**src/rtl/ahb_cmd_master.sv**
```systemverilog
// AHB-Lite single-transfer master: valid/ready commands in, pipelined NONSEQ transfers out,
// one in-order response per command. Address stage A overlaps data stage D.
module ahb_cmd_master #(
    parameter logic [3:0] HPROT_VAL   = 4'b0011,
    parameter bit         ALIGN_CHECK = 1'b1
) (
    input  logic        HCLK,
    input  logic        HRESETn,
    input  logic        cmd_valid,
    output logic        cmd_ready,
    input  logic        cmd_write,
    input  logic [1:0]  cmd_size,
    input  logic [31:0] cmd_addr,
    input  logic [31:0] cmd_wdata,
    output logic        rsp_valid,
    output logic [31:0] rsp_rdata,
    output logic        rsp_err,
    output logic        busy,
    output logic [31:0] HADDR,
    output logic [1:0]  HTRANS,
    output logic        HWRITE,
    output logic [2:0]  HSIZE,
    output logic [3:0]  HPROT,
    output logic [31:0] HWDATA,
    input  logic [31:0] HRDATA,
    input  logic        HREADY,
    input  logic        HRESP
);

    logic        r_a_valid, r_a_write, r_a_rej;
    logic [1:0]  r_a_size;
    logic [31:0] r_a_addr, r_a_wdata;
    logic        r_d_valid, r_d_write, r_d_rej;
    logic [31:0] r_d_wdata;
    logic        r_cancel;
    logic        r_rsp_valid, r_rsp_err;
    logic [31:0] r_rsp_rdata;

    logic w_err, w_adv, w_accept, w_d_done, w_rej_new;

    // Only a real transfer sitting in the data phase can be answered with ERROR.
    assign w_err     = HRESP & r_d_valid & ~r_d_rej;
    assign w_adv     = HREADY & ~w_err & ~r_cancel;
    assign w_d_done  = r_d_valid & HREADY & (w_err | ~r_cancel);
    assign cmd_ready = HRESETn & (~r_a_valid | (HREADY & ~r_cancel & ~w_err));
    assign w_accept  = cmd_valid & cmd_ready;
    assign w_rej_new = (cmd_size == 2'd3) |
                       (ALIGN_CHECK & (((cmd_size == 2'd1) & cmd_addr[0]) |
                                       ((cmd_size == 2'd2) & (cmd_addr[1:0] != 2'b00))));

    // Address stage: refills whenever it moves on or is empty.
    always_ff @(posedge HCLK or negedge HRESETn) begin
        if (!HRESETn) begin
            r_a_valid <= 1'b0;
            r_a_write <= 1'b0;
            r_a_rej   <= 1'b0;
            r_a_size  <= 2'd0;
            r_a_addr  <= 32'd0;
            r_a_wdata <= 32'd0;
        end else if (w_adv | ~r_a_valid) begin
            r_a_valid <= w_accept;
            if (w_accept) begin
                r_a_write <= cmd_write;
                r_a_rej   <= w_rej_new;
                r_a_size  <= cmd_size;
                r_a_addr  <= cmd_addr;
                r_a_wdata <= cmd_wdata;
            end
        end
    end

    // Data stage: takes A on advance; emptied (not refilled) by an ERROR completion.
    always_ff @(posedge HCLK or negedge HRESETn) begin
        if (!HRESETn) begin
            r_d_valid <= 1'b0;
            r_d_write <= 1'b0;
            r_d_rej   <= 1'b0;
            r_d_wdata <= 32'd0;
        end else if (w_adv) begin
            r_d_valid <= r_a_valid;
            r_d_write <= r_a_write;
            r_d_rej   <= r_a_rej;
            if (r_a_valid)
                r_d_wdata <= r_a_wdata;
        end else if (w_d_done) begin
            r_d_valid <= 1'b0;
        end
    end

    // Cancel covers the second ERROR cycle so the pending address is withdrawn.
    always_ff @(posedge HCLK or negedge HRESETn) begin
        if (!HRESETn)
            r_cancel <= 1'b0;
        else if (w_err & ~HREADY)
            r_cancel <= 1'b1;
        else if (HREADY)
            r_cancel <= 1'b0;
    end

    always_ff @(posedge HCLK or negedge HRESETn) begin
        if (!HRESETn) begin
            r_rsp_valid <= 1'b0;
            r_rsp_err   <= 1'b0;
            r_rsp_rdata <= 32'd0;
        end else begin
            r_rsp_valid <= w_d_done;
            if (w_d_done) begin
                r_rsp_err   <= r_d_rej | w_err;
                r_rsp_rdata <= (r_d_write | r_d_rej | w_err) ? 32'd0 : HRDATA;
            end
        end
    end

    assign HADDR     = r_a_addr;
    assign HWRITE    = r_a_write;
    assign HSIZE     = {1'b0, r_a_size};
    assign HTRANS    = (r_a_valid & ~r_a_rej & ~r_cancel) ? 2'b10 : 2'b00;
    assign HPROT     = HPROT_VAL;
    assign HWDATA    = r_d_wdata;
    assign rsp_valid = r_rsp_valid;
    assign rsp_err   = r_rsp_err;
    assign rsp_rdata = r_rsp_rdata;
    assign busy      = r_a_valid | r_d_valid | r_rsp_valid;

endmodule

```
**config.mk**
```make
export PLATFORM = sky130hd
export DESIGN_NAME = ahb_cmd_master
export DESIGN_NICKNAME = d
export VERILOG_FILES = /design/src/rtl/ahb_cmd_master.sv
export SDC_FILE = /design/constraint.sdc
export NUM_CORES = 1
export LEC_CHECK = 0
export ABC_AREA = 0
export BUFFER_PORTS_ARGS = -buffer_cell sky130_fd_sc_hd__clkbuf_2
export CAP_MARGIN = 30
export CELL_PAD_IN_SITES_DETAIL_PLACEMENT = 1
export CELL_PAD_IN_SITES_GLOBAL_PLACEMENT = 1
export CORE_MARGIN = 1.5
export CORE_UTILIZATION = 34
export DETAILED_ROUTE_END_ITERATION = 10
export HOLD_SLACK_MARGIN = 0.1
export PLACE_DENSITY_LB_ADDON = 0.1
export RECOVER_POWER = 25
export SETUP_SLACK_MARGIN = 0.15
export SYNTH_ARGS = -nofsm -noshare
export SYNTH_HDL_FRONTEND = slang
export SYNTH_SLANG_ARGS = --single-unit
```
**constraint.sdc**
```tcl
create_clock -name HCLK -period 1.8 [get_ports HCLK]
set_input_delay 0 -clock HCLK [delete_from_list [all_inputs] [get_ports HCLK]]
set_output_delay 0 -clock HCLK [all_outputs]
set_load 0.02 [all_outputs]
```
==> results.json, run 1 <==
{
  "worstSetupPathType": "reg -> reg",
  "setup_viol": 0,
  "hpwl_mm": 8.51,
  "synth_edf_count": 0,
  "path_clk_slew_ps": 60,
  "cts.sinks": 139,
  "startpoint_type": "flop",
  "async_reset_ff_share_pct": 100,
  "path_cells": "and3b_2, o31ai_4, buf_6, buf_12, clkbuf_16, mux2_4",
  "max_freq_mhz": 590,
  "clk_path_buf_depth": 2,
  "post_drt_wl_per_cell_um": 18.4,
  "relSlewSlack_pct": 64.2,
  "clk_latency_ps": 420,
  "synth_seq_cells": 139,
  "area_delta_synth_final_pct": 66.7,
  "synth_top_area_share_pct": 66.1,
  "avgSynthCellArea_um2": 16.0,
  "place_area_mm2": 0.00656,
  "netlist.top_cell.by_area": "dfrtp_1",
  "grt_max_degree": 59,
  "crit_path_end_kind": "flop",
  "power_density_mw_per_mm2": 1540,
  "period_share_pct": 94.2,
  "maxSlewViolCount": 0,
  "numPortBuffers": 207,
  "grt_pass1_vias": 4506,
  "status": "complete, no violations",
  "ys.flop_type": "dfrtp_1",
  "drt_iter0_markers": 116,
  "crit_slowest_cell": "dfrtp_1",
  "critPathBufInv": 3,
  "dieArea_mm2": 0.0162,
  "cts-htree-levels": 4,
  "peakVddDrop_mv": 0.740,
  "yosysWarnings": 0,
  "seq_area_mm2": 0.00348,
  "multi_input_area_mm2": 0.00190,
  "postSynthCellCount": 329,
  "cts_tree": "done",
  "initial_core_util_pct": 34.8,
  "fillCellCount": 1524,
  "core_mm2": 0.0151,
  "die-height_um": 127,
  "cts_root_buffer": "clkbuf_16",
  "finClkSkew_ps": 8.28,
  "yosysUniqueCellTypes": 29,
  "synth_area_leaders": "dfrtp_1 66%, mux2_2 17%, a22o_1 5.5%",
  "cts_buffers": 17,
  "worst_hold_slack_ps": 252,
  "seq_area_frac_synth_pct": 66.1,
  "layout_min_cycle_time_ps": 1700,
  "drt-vias-per-instance": 4.69,
  "postRouteWirelength_mm": 16.0,
  "vias": 4081,
  "drc_errors": 0,
  "required_ps": 2100,
  "place.gp.congestion": 0.719,
  "antenna_found_initial": 1,
  "cp_max_fo": 6,
  "critPathTopFamily": "buffers and inverters",
  "grt_usage_pct": 19.0,
  "finalHoldViolations": 0,
  "grt_pass1_wl_mm": 23.7,
  "hold_path_class": "in -> reg",
  "grt_overflow_total": 0,
  "rsz0062_at_grt": "yes",
  "num_rows": 45,
  "p_leak_nw": 4.32,
  "worstMarginPinSlew_ps": 537,
  "nNetsFinal": 772,
  "slowest_delay_ps": 370,
  "final_antenna_net_count": 0,
  "drtPass1Iterations": 4,
  "syn_area_mm2": 0.00526,
  "finalWorstSetupSlack_ps": 104,
  "setup-tns-final_ps": 0,
  "arrival_ps": 1990,
  "place_ws_ps": 38.7,
  "drv_cap": 0,
  "final_cell_area_mm2": 0.00877,
  "num_io_pins": 214,
  "total_power_w": 0.0135,
  "die_w_um": 127,
  "drive_gt1_share_pct": 52.3
}
==> per-layer routing <==
layer	routed length [um]	global-route usage, %	vias up
li1	-	-	1851
met1	6410	22.5	2070
met2	8210	31.8	138
met3	1090	6.53	22
met4	279	7.89	0
met5	0	0	-
==> state kept, by name, indices dropped and copies added, names as in the netlist, 2 cells and up <==
register   flops
HWDATA        32
r_a_size       2
r_a_wdata     32
HADDR         32
rsp_rdata     32
==> per-stage QoR <==
step                      std cells  utilization, %
final                           870            57.9
after global routing            870            57.9
after CTS                       861            55.7
after detailed placement        715            43.3
after global placement          715            43.3
after floorplan                 333               -
==> Yosys cell counts, types with 2 or more instances <==
| cell type | count |
|---|---|
| dfrtp_1 | 139 |
| mux2_2 | 81 |
| a22o_1 | 33 |
| mux2_1 | 20 |
| buf_4 | 10 |
| clkbuf_1 | 7 |
| buf_2 | 4 |
| nor2_1 | 4 |
| a21oi_1 | 3 |
| buf_6 | 3 |
| nand2_1 | 3 |
| nand2b_1 | 3 |
| conb_1 | 2 |
| inv_1 | 2 |
==> worst register-to-register path: cells and delay by family (launching register included) <==
kind / cells / cell delay [ps]
compound gates: 1 / 200
buf+inv: 3 / 480
flops: 1 / 370
mux: 1 / 300
simple gates: 1 / 230
==> final timing paths <==
path / startpoint / endpoint / slack, ps / cells past startpoint
min in group asynchronous: HRESETn / r_d_write$_DFFE_PN0P_ / 320 / 3
max in group asynchronous: HRESETn / r_a_wdata[28]$_DFFE_PN0P_ / 500 / 4
setup / recovery: r_d_valid$_DFFE_PN0P_ / r_a_wdata[16]$_DFFE_PN0P_ / 100 / 6
setup reg to reg: r_d_valid$_DFFE_PN0P_ / r_a_wdata[16]$_DFFE_PN0P_ / 100 / 6
hold reg to reg: r_a_wdata[5]$_DFFE_PN0P_ / r_a_wdata[5]$_DFFE_PN0P_ / 490 / 1
hold / removal: HRESP / rsp_valid$_DFF_PN0_ / 250 / 5
==> repair_timing <==
| item | in CTS | in global routing |
|---|---|---|
| buffers inserted | 7 | 2 |
| hold endpoints to repair | 186 | 1 |
| resized for setup | 23 | 55 |
| gates cloned | 5 | 5 |
| hold buffers | 102 | 1 |
| endpoints found under the setup margin | 100 | 157 |
| pin swaps | 1 | 2 |
==> cells by family (layout without fill, tap and decap cells) <==
| group | after synthesis | count (layout) | share of synthesized area, % |
|---|---|---|---|
| buf+inv | 27 | 375 | 3.19 |
| mux | 102 | 102 | 21.8 |
| simple gates | 19 | 19 | 2.23 |
| flops | 139 | 139 | 66.1 |
| other cells | 2 | 7 | 0.143 |
| compound gates | 40 | 40 | 6.56 |
==> area by class of cell <==
class / count / share of cell area [%]
sequential: 139 / 39.6
antenna: 1 / 0.0285
multi-input combinational: 167 / 21.6
clock buffer: 27 / 6.07
timing repair buffer: 341 / 29.2
clock inverter: 5 / 0.627
tap: 188 / 2.68
inverter: 2 / 0.0856
==> cell usage in the layout, fill, tap and decap left out, drive strengths merged, types with 2 or more instances in the layout <==
master / Yosys / final
mux2: 101 / 101
inv: 2 / 2
a22o: 33 / 33
buf: 17 / 25
dlygate4sd3: 0 / 103
a21oi: 3 / 3
dfrtp: 139 / 139
nor3b: 2 / 2
clkinv: 0 / 2
nand2b: 3 / 3
conb: 2 / 6
clkbuf: 8 / 239
clkinvlp: 0 / 2
nand2: 3 / 3
nor2: 4 / 4
==> where the power goes <==
group          switching [W]  internal, W
Clock                0.00126      0.00215
Sequential          0.000713      0.00432
Combinational        0.00254      0.00255
Total                0.00451      0.00903
(Power assumes the default switching activity.)
==> inputs of run 2 (changes only) <==
- ABC_AREA: 0 -> 1
- CORE_UTILIZATION: 34 -> 32
==> run 2 against run 1 <==
Compared with the run above:
- clock power increased by 5%
- critical endpoint is now cmd_ready
- final cell count increased by 33%
- critical path type is now reg -> out
- die area increased by 15%
- total power decreased by 4.2%
- register-to-register slack improved by 220 ps
- via count increased by 35%
- critical path depth decreased by 2
==> results.json, run 2 <==
{
  "cts-htree-levels": 4,
  "hold_path_class": "in -> reg",
  "postRouteWirelength_mm": 17.9,
  "slowest_delay_ps": 430,
  "synthMostInstantiatedCell": "nand2_1",
  "cts_tree": "done",
  "die_w_um": 136,
  "synth_top_cells_by_count": "274 x nand2_1, 139 x dfrtp_1, 68 x nand4_1, 35 x nand3_1, 26 x o21ai_0",
  "synth_edf_count": 0,
  "ys.flop_type": "dfrtp_1",
  "post_drt_wl_per_cell_um": 15.4,
  "num_io_pins": 214,
  "rsz0062_at_grt": "no",
  "core_mm2": 0.0174,
  "cts_buffers": 17,
  "grt_usage_pct": 20.2,
  "period_share_pct": 85.3,
  "r2r_slack_ps": 320,
  "startpoint": "r_cancel$_DFFE_PN0P_",
  "worstSetupPathType": "reg -> out",
  "relSlewSlack_pct": 49.5,
  "fillCellCount": 2051,
  "drt-vias-per-instance": 4.74,
  "required_ps": 1800,
  "clk_path_buf_depth": 2,
  "initial_core_util_pct": 32.8,
  "drive_gt1_share_pct": 28.0,
  "postSynthCellCount": 628,
  "drt_iter0_markers": 175,
  "drc_errors": 0,
  "yosysWarnings": 0,
  "maxSlewViolCount": 0,
  "r2r_cells": 7,
  "vias": 5498,
  "endpoint": "cmd_ready",
  "swShare_pct": 38.0,
  "synth_area_leaders": "dfrtp_1 61%, nand2_1 18%, nand4_1 7.5%",
  "final_cell_area_mm2": 0.00860,
  "layout_commonest_cell": "nand2_1",
  "area_delta_synth_final_pct": 50.9,
  "netlist.top_cell.by_area": "dfrtp_1",
  "numPortBuffers": 207,
  "layout_min_cycle_time_ps": 1540,
  "drv_cap": 0,
  "nNetsFinal": 1028,
  "timing.rr.start": "r_cancel$_DFFE_PN0P_",
  "switchingPower_w": 0.00493,
  "drtPass1Iterations": 6,
  "peakVddDrop_mv": 0.653,
  "crit_slowest_cell": "dfrtp_1",
  "synth_seq_cells": 139,
  "antenna_cells": 0,
  "grt_overflow_total": 0,
  "num_rows": 48,
  "place_area_mm2": 0.00696,
  "finalHoldViolations": 0,
  "pwr-share-seq_pct": 38.2,
  "synth_top_area_share_pct": 61.0,
  "mostFrequentLayoutCells": "274 x nand2_1, 209 x clkbuf_2, 139 x dfrtp_1",
  "setup-tns-final_ps": 0,
  "place.gp.congestion": 0.752,
  "cp.depth": 4,
  "cts.sinks": 139,
  "max_freq_mhz": 651,
  "finClkSkew_ps": 7.56,
  "cp_max_fo": 4,
  "p_clk_share_pct": 27.6,
  "startpoint_type": "flop",
  "final_antenna_net_count": 0,
  "p_leak_nw": 4.59,
  "grt_pass1_wl_mm": 29.1,
  "antenna_found_initial": 0,
  "grt_max_degree": 78,
  "path_cells": "nor2_4, nand2_2, a21boi_0, clkbuf_2",
  "status": "complete, no violations",
  "r2r-end": "HWDATA[3]$_DFFE_PN0P_",
  "setup_viol": 0,
  "syn_area_mm2": 0.00570,
  "hpwl_mm": 11.2,
  "internal_power_w": 0.00804,
  "min_from": "HREADY",
  "seq_area_frac_synth_pct": 61.0,
  "arrival_ps": 1540,
  "die-height_um": 136,
  "async_reset_ff_share_pct": 100,
  "crit_path_end_kind": "primary output",
  "grt_pass1_vias": 5770,
  "yosysUniqueCellTypes": 21,
  "path_clk_slew_ps": 60,
  "cts_root_buffer": "clkbuf_16",
  "clk_latency_ps": 410,
  "combPwrFrac_pct": 34.3,
  "dieArea_mm2": 0.0186,
  "critPathTopFamily": "flip-flops",
  "avgSynthCellArea_um2": 9.08,
  "critPathBufInv": 1,
  "total_power_w": 0.0130,
  "power_density_mw_per_mm2": 1510,
  "worstMarginPinSlew_ps": 758
}
-- run 2: cell types whose count changed in the layout (fill, tap and decap cells not counted), sizes merged, moves of 33 or more --
cell	previous run	this run
o21ai	1	36
nand2	3	276
nand4	0	68
a22o	33	0
mux2	101	0
nand3	0	37
-- run 2: layout make-up --
cell class | count | area [um2] | share of cell area (%)
multi-input cells | 431 | 1930 | 22.4
flip-flops and latches | 139 | 3480 | 40.4
repair buffers | 328 | 2290 | 26.6
clock buffers | 21 | 460 | 5.35
clock inverters | 10 | 141 | 1.64
well taps | 225 | 282 | 3.27
inverters | 7 | 26.3 | 0.305
-- run 2: cell families after synthesis --
| kind of cell | share of synthesized area (%) |
|---|---|
| buffers and inverters | 5.66 |
| DFF | 61.0 |
| and+or+nand+nor | 29.7 |
| other | 0.132 |
| AOI/OAI and AO/OA | 3.47 |
-- run 2: worst min path at each step --
stage	depth (start not counted)	end	slack, ps
after global routing	3	r_cancel$_DFFE_PN0P_	370
after CTS	3	rsp_rdata[10]$_DFFE_PN0P_	230
after floorplan	0	HADDR[0]$_DFFE_PN0P_	-300
after global placement	1	rsp_rdata[10]$_DFFE_PN0P_	-50
after detailed placement	1	rsp_rdata[10]$_DFFE_PN0P_	-50
final	3	r_cancel$_DFFE_PN0P_	360
-- run 2: per-layer routing --
metal | part of all wire, % | wire length [um] | GRT usage (%) | vias to the layer above
met5 | 0 | 0 | 0 | -
met2 | 51 | 9070 | 34.9 | 148
met1 | 43 | 7680 | 24.6 | 2676
li1 | - | - | - | 2652
met3 | 5.2 | 926 | 5.11 | 22
met4 | 1.5 | 267 | 6.15 | 0
-- run 2: per-stage QoR --
| step | setup WS, ps | instances | hold WS (ps) | util, % |
|---|---|---|---|---|
| after floorplan | 458 | 632 | -296 | - |
| after global placement | 245 | 1025 | -54.8 | 40.1 |
| after detailed placement | 175 | 1025 | -54.3 | 40.1 |
| after CTS | 186 | 1161 | 227 | 49.7 |
| after global routing | 182 | 1161 | 366 | 49.6 |
| final | 264 | 1161 | 359 | 49.6 |
-- run 2: tightest hold or removal path, cell delays in order --
cell,delay (ps)
dlygate4sd3_1,530
clkbuf_2,150
a21oi_1,60
-- run 2: timing repair --
| action | CTS | global route |
|---|---|---|
| hold buffers | 104 | 0 |
| pin swaps | 1 | 0 |
| gates resized for setup | 0 | 2 |
| hold endpoints to repair | 245 | 0 |
| setup endpoints to repair | 1 | 11 |
| buffers inserted | 1 | 0 |
-- run 2: power groups by stage --
stage	Combinational, W	Sequential [W]	Clock [W]
6_report	0.00444	0.00495	0.00358
5_1_grt	0.00492	0.00510	0.00380
4_1_cts	0.00451	0.00495	0.00366
3_5_place_dp	0.00431	0.00499	0
3_3_place_gp	0.00421	0.00495	0
2_1_floorplan	0.00148	0.00604	0
